### config.mk
export PLATFORM = sky130hd
export DESIGN_NAME = timer_ctrl
export DESIGN_NICKNAME = d
export VERILOG_FILES = /design/src/rtl/timer_pkg.sv /design/src/rtl/btn_debounce.sv /design/src/rtl/timer_ctrl.sv
export SDC_FILE = /design/constraint.sdc
export NUM_CORES = 1
export LEC_CHECK = 0
export CELL_PAD_IN_SITES_DETAIL_PLACEMENT = 0
export CELL_PAD_IN_SITES_GLOBAL_PLACEMENT = 1
export CORE_UTILIZATION = 40
export DETAILED_ROUTE_END_ITERATION = 10
export GPL_TIMING_DRIVEN = 0
export PLACE_DENSITY = 0.69
export SETUP_SLACK_MARGIN = 0.15
export SYNTH_ARGS = -nofsm -noshare
export SYNTH_HDL_FRONTEND = slang
export SYNTH_HIERARCHICAL = 1
export SYNTH_SLANG_ARGS = --single-unit
### constraint.sdc
create_clock -name clk -period 4.9 [get_ports clk]
set_input_delay 0.98 -clock clk [delete_from_list [all_inputs] [get_ports clk]]
set_output_delay 0.98 -clock clk [all_outputs]
set_load 0.01 [all_outputs]
### src/rtl/timer_pkg.sv
// Shared types and constants for the stopwatch control sequencer.
package timer_pkg;

    localparam int unsigned DEBOUNCE_DEFAULT = 1_000_000;
    localparam int unsigned NUM_BTN          = 5;

    // Button slots, ordered by command priority (slot 0 wins).
    localparam logic [2:0] BTN_D = 3'd0;
    localparam logic [2:0] BTN_R = 3'd1;
    localparam logic [2:0] BTN_C = 3'd2;
    localparam logic [2:0] BTN_U = 3'd3;
    localparam logic [2:0] BTN_L = 3'd4;

    typedef enum logic [1:0] {
        ST_IDLE  = 2'b00,
        ST_RUN   = 2'b01,
        ST_PAUSE = 2'b10
    } state_e;

    typedef enum logic [2:0] {
        CMD_NONE  = 3'd0,
        CMD_CLR   = 3'd1,
        CMD_LOAD  = 3'd2,
        CMD_START = 3'd3,
        CMD_PAUSE = 3'd4,
        CMD_REV   = 3'd5
    } cmd_e;

endpackage

### src/rtl/btn_debounce.sv
// Two-flop synchronizer, stability-counter debouncer and registered press pulse
// for a single push-button.
module btn_debounce #(
    parameter int unsigned DEBOUNCE_CYCLES = 4
) (
    input  logic clk,
    input  logic rst,
    input  logic btn_i,
    output logic press_o
);

    localparam int unsigned CW = $clog2(DEBOUNCE_CYCLES + 1);
    localparam logic [CW-1:0] CNT_LAST = CW'(DEBOUNCE_CYCLES - 1);

    logic          s1_q, s2_q;
    logic [CW-1:0] cnt_q, cnt_d;
    logic          level_q, level_d;
    logic          level_prev_q;
    logic          press_q;

    // The level only moves once the synchronized input has disagreed for a full window.
    always_comb begin
        cnt_d   = '0;
        level_d = level_q;
        if (s2_q != level_q) begin
            if (cnt_q == CNT_LAST) begin
                level_d = s2_q;
                cnt_d   = '0;
            end else begin
                cnt_d   = cnt_q + CW'(1);
                level_d = level_q;
            end
        end else begin
            cnt_d   = '0;
            level_d = level_q;
        end
    end

    // Synchronizer, debounce state and rising-edge pulse registers.
    always_ff @(posedge clk or posedge rst) begin
        if (rst) begin
            s1_q         <= 1'b0;
            s2_q         <= 1'b0;
            cnt_q        <= '0;
            level_q      <= 1'b0;
            level_prev_q <= 1'b0;
            press_q      <= 1'b0;
        end else begin
            s1_q         <= btn_i;
            s2_q         <= s1_q;
            cnt_q        <= cnt_d;
            level_q      <= level_d;
            level_prev_q <= level_q;
            press_q      <= level_q & ~level_prev_q;
        end
    end

    assign press_o = press_q;

endmodule

### src/rtl/timer_ctrl.sv
// Stopwatch control sequencer: button debounce, command priority, IDLE/RUN/PAUSE
// state machine and registered strobes into the counter datapath.
import timer_pkg::*;

module timer_ctrl #(
    parameter int unsigned DEBOUNCE_CYCLES = DEBOUNCE_DEFAULT
) (
    input  logic clk,
    input  logic rst,
    input  logic btnu,
    input  logic btnd,
    input  logic btnc,
    input  logic btnl,
    input  logic btnr,
    input  logic tick_100hz,
    input  logic at_zero,
    output logic cnt_en,
    output logic cnt_up,
    output logic cnt_clr,
    output logic cnt_load,
    output logic leda,
    output logic ledb
);

    logic [NUM_BTN-1:0] raw_s;
    logic [NUM_BTN-1:0] press_s;
    cmd_e               cmd_s;

    state_e state_q, state_d;
    logic   up_q, up_d;
    logic   en_q, en_d;
    logic   clr_q, clr_d;
    logic   load_q, load_d;
    logic   leda_q, leda_d;
    logic   ledb_q, ledb_d;

    assign raw_s = {btnl, btnu, btnc, btnr, btnd};

    for (genvar i = 0; i < NUM_BTN; i++) begin : g_btn
        btn_debounce #(
            .DEBOUNCE_CYCLES(DEBOUNCE_CYCLES)
        ) u_btn (
            .clk    (clk),
            .rst    (rst),
            .btn_i  (raw_s[i]),
            .press_o(press_s[i])
        );
    end

    // One command per cycle; lower-priority presses in the same cycle are dropped.
    always_comb begin
        cmd_s = CMD_NONE;
        if (press_s[BTN_D]) begin
            cmd_s = CMD_CLR;
        end else if (press_s[BTN_R]) begin
            cmd_s = CMD_LOAD;
        end else if (press_s[BTN_C]) begin
            cmd_s = CMD_START;
        end else if (press_s[BTN_U]) begin
            cmd_s = CMD_PAUSE;
        end else if (press_s[BTN_L]) begin
            cmd_s = CMD_REV;
        end else begin
            cmd_s = CMD_NONE;
        end
    end

    // Apply the command first, then honour a tick only if the resulting state is RUN.
    always_comb begin
        state_d = ST_IDLE;
        up_d    = up_q;
        en_d    = 1'b0;
        clr_d   = 1'b0;
        load_d  = 1'b0;

        case (state_q)
            ST_IDLE:  state_d = ST_IDLE;
            ST_RUN:   state_d = ST_RUN;
            ST_PAUSE: state_d = ST_PAUSE;
            default:  state_d = ST_IDLE;
        endcase

        case (cmd_s)
            CMD_CLR: begin
                clr_d   = 1'b1;
                state_d = ST_IDLE;
            end
            CMD_LOAD:  load_d = 1'b1;
            CMD_START: begin
                if (state_d == ST_IDLE) begin
                    state_d = ST_RUN;
                end else begin
                    state_d = state_d;
                end
            end
            CMD_PAUSE: begin
                if (state_d == ST_RUN) begin
                    state_d = ST_PAUSE;
                end else if (state_d == ST_PAUSE) begin
                    state_d = ST_RUN;
                end else begin
                    state_d = state_d;
                end
            end
            CMD_REV:  up_d = ~up_q;
            default:  up_d = up_q;
        endcase

        // A load shares the cycle with nothing else, so a coincident tick is dropped.
        if (tick_100hz && (state_d == ST_RUN) && !load_d) begin
            if (!up_d && at_zero) begin
                state_d = ST_IDLE;
            end else begin
                en_d = 1'b1;
            end
        end else begin
            en_d = 1'b0;
        end

        leda_d = (state_d == ST_RUN);
        ledb_d = ~up_d;
    end

    // State and output registers.
    always_ff @(posedge clk or posedge rst) begin
        if (rst) begin
            state_q <= ST_IDLE;
            up_q    <= 1'b1;
            en_q    <= 1'b0;
            clr_q   <= 1'b0;
            load_q  <= 1'b0;
            leda_q  <= 1'b0;
            ledb_q  <= 1'b0;
        end else begin
            state_q <= state_d;
            up_q    <= up_d;
            en_q    <= en_d;
            clr_q   <= clr_d;
            load_q  <= load_d;
            leda_q  <= leda_d;
            ledb_q  <= ledb_d;
        end
    end

    assign cnt_en   = en_q;
    assign cnt_up   = up_q;
    assign cnt_clr  = clr_q;
    assign cnt_load = load_q;
    assign leda     = leda_q;
    assign ledb     = ledb_q;

endmodule

==> impl_metrics.json <==
{
  "synth_simple_gate_area_share_pct": 24.0,
  "nNetsFinal": 649,
  "max_freq_ghz": 0.407,
  "route.final.wire_length_um": 12100,
  "wl_met2_um": 5530,
  "worst-path-max-fanout": 2,
  "netlist-cell-type-count": 36,
  "grt_usage_pct": 16.7,
  "cp-end-kind": "output pin",
  "area_growth_pct": 15.5,
  "highest_layer": "met4",
  "final_hold_viol_count": 0,
  "ctsResizeCount": 0,
  "routedWlPerCell_um": 14.4,
  "route.vias.total": 4395,
  "firstDrtPassIters": 4,
  "cp_num_buf_inv": 1,
  "finalSetupTns_ns": 0,
  "clock_skew_ns": 0.00427,
  "drc_errors": 0,
  "fin_crit_sh_pct": 50.2,
  "ys_ff_latch": 133,
  "p_leak_nw": 2.87,
  "antenna_found_initial": 0,
  "gp_congestion": 0.803,
  "yosys.area_share.adder_pct": 1.01,
  "fin_cells": 836,
  "critPathLaunchType": "register",
  "vias_per_cell": 5.26,
  "critPathRequiredTime_ns": 3.92,
  "dp_cells": 804,
  "muxShareOfSynthArea_pct": 0.908,
  "cap_violations": 0,
  "vdd_drop_max_v": 0.000222,
  "yosysWarnings": 6,
  "dieArea_um2": 16000,
  "grt_start_max_net_pins": 26,
  "drtAntennaViolNets": 0,
  "clk_path_buf_depth": 2,
  "row_count": 45,
  "slew_viol_final": 0,
  "rsz0062_at_grt": "false",
  "finalSetupViolations": 0,
  "layout_commonest_cell": "dfrtp_1",
  "drive_gt1_share_pct": 10.3,
  "die_x_um": 127,
  "synth_area_per_cell_um2": 10.3,
  "synthXorXnorAreaFrac_pct": 11.4,
  "critPathTopFamily": "flip-flops",
  "worstPathArrival_ns": 1.48,
  "cts_tree": "yes",
  "synth_nets": 616,
  "worstPathCellList": "clkdlybuf4s50_1",
  "critPathSlowestCell": "dfstp_2",
  "drt_iter0_markers": 339,
  "dpl.hpwl_um": 8150,
  "grt_overflow": 0,
  "synth_top_family_by_area": "simple AND/OR/NAND/NOR gates",
  "portBuffers": 14,
  "core-area_um2": 15100,
  "powerDensity_nw_per_um2": 342,
  "die_h_um": 127,
  "maxSlewHeadroom_pct": 35.5,
  "cts_sinks": 133,
  "fillers": 1386,
  "cts_setup_buffers": 0,
  "cpPeakStageDelay_ns": 0.54,
  "syn_area_um2": 6200,
  "htree_levels": 4,
  "status": "finished, final reports clean",
  "wl_met1_um": 6030,
  "ios": 15,
  "clk_pin_slew_ns": 0.06,
  "critPathKind": "reg2out",
  "synth_cells": 602,
  "final.min_clock_period_ns": 2.46,
  "hold_class": "reg2reg",
  "ys_seq_area_share_pct": 53.7,
  "hold_buffers": 0,
  "grt_pass1_wl_um": 21100,
  "antenna_cells": 0,
  "route.met3.wl_um": 307,
  "synth-compound-area-share_pct": 5.12,
  "final_cell_mix": "dfrtp_1 (132), nor2_1 (112), xnor2_1 (65)",
  "grt_pass1_vias": 4449,
  "clockRootBuffer": "clkbuf_16",
  "worstSkewPairLatency_ns": 0.41,
  "start_util_pct": 41.0,
  "max_slew.worst_pin.slew_ns": 0.967,
  "numCtsBuffers": 17
}
==> area by class of cell <==
class	count	area, µm²	area share [%]
Sequential cell	133	3330	46.5
Timing Repair Buffer	14	140	1.96
Multi-Input combinational cell	415	2630	36.7
Tap cell	188	235	3.28
Clock buffer	23	488	6.81
Buffer	11	78.8	1.10
Inverter	43	161	2.25
Clock inverter	9	100	1.40
==> registers in the layout, summed over array words and instances (netlist names), 2 cells and up <==
register and count:
g_btn.u_btn/level_prev_q 5, state_q 2, g_btn.u_btn/s2_q 5, g_btn.u_btn/s1_q 5, g_btn.u_btn/press_o 5, g_btn.u_btn/level_q 5
g_btn.u_btn/cnt_q 100
==> worst register-to-register path: stages, from the launching register on <==
cell	delay [ns]
dfrtp_1	0.45
or4_1	0.53
or4_4	0.53
o21ai_4	0.31
buf_6	0.20
nor2_1	0.06
==> Yosys cell counts <==
cell type	n	area share [%]
nand3b_1	6	0.73
o221a_2	5	0.91
nand2_1	17	1.0
and3_1	5	0.50
nand4b_1	1	0.14
a31o_2	5	0.71
or3_1	6	0.61
o21ai_4	5	1.3
nor2b_1	7	0.71
nor3b_1	5	0.61
a2111oi_2	1	0.24
or4_4	5	0.91
dfstp_2	1	0.42
o21ai_0	5	0.40
a31oi_1	1	0.10
mux2_2	5	0.91
o41a_1	2	0.36
xnor2_1	65	9.2
nand4_1	25	2.5
nor3_1	20	1.6
or2_2	5	0.50
or4_1	10	1.2
inv_1	43	2.6
a31o_1	1	0.14
a21oi_1	10	0.81
clkbuf_1	6	0.36
dfrtp_1	132	53
buf_6	5	0.91
xor2_1	16	2.3
ha_1	5	1.0
nor4_1	25	2.5
nand3_1	32	2.6
nor2_1	112	6.8
nand2b_1	2	0.20
or4b_1	5	0.81
a211o_1	1	0.14
==> final timing paths <==
path / end / depth (start not counted) / startpoint / slack, ns
hold reg to reg: g_btn[1].u_btn/s2_q$_DFF_PP0_ / 0 / g_btn[1].u_btn/s1_q$_DFF_PP0_ / 0.35
setup reg to reg: g_btn[1].u_btn/cnt_q[12]$_DFF_PP0_ / 5 / g_btn[1].u_btn/cnt_q[11]$_DFF_PP0_ / 2.70
min in group asynchronous: cnt_en$_DFF_PP0_ / 2 / rst / 1.08
hold / removal: g_btn[1].u_btn/s2_q$_DFF_PP0_ / 0 / g_btn[1].u_btn/s1_q$_DFF_PP0_ / 0.35
setup / recovery: cnt_up / 1 / cnt_up$_DFF_PP1_ / 2.44
max in group asynchronous: g_btn[3].u_btn/cnt_q[0]$_DFF_PP0_ / 2 / rst / 2.94
==> stage by stage <==
step	setup slack (ns)	cell area (µm²)	utilization [%]	hold WS, ns	power, W
3_5_place_dp	2.40	6580	43.4	0.335	0.00122
2_1_floorplan	2.92	6200	-	0.331	0.00119
5_1_grt	2.40	7170	47.3	0.363	0.00254
3_3_place_gp	2.45	6580	43.4	0.339	0.00121
4_1_cts	2.42	7170	47.3	0.347	0.00248
6_report	2.44	7170	47.3	0.346	0.00245
==> cell families (layout without fill, tap and decap cells) <==
logic type               count (synthesis)  count (layout)
AO/OA/AOI/OAI                           36              36
XOR/XNOR                                81              81
adder cells (fa/ha/maj)                  5               5
buffers and inverters                   54             100
flip-flops                             133             133
multiplexers                             5               5
AND/OR/NAND/NOR                        288             288
==> routing by layer <==
| layer | global-route usage (%) | vias up |
|---|---|---|
| li1 | - | 2137 |
| met1 | 22.4 | 2181 |
| met2 | 25.9 | 60 |
| met3 | 4.30 | 17 |
| met4 | 6.59 | 0 |
| met5 | 0 | - |
==> power breakdown <==
part           internal (W)  switching (W)
registers           0.00111      0.0000119
clock network      0.000798       0.000457
logic             0.0000221      0.0000480
Power figures use the tool's default switching activity.
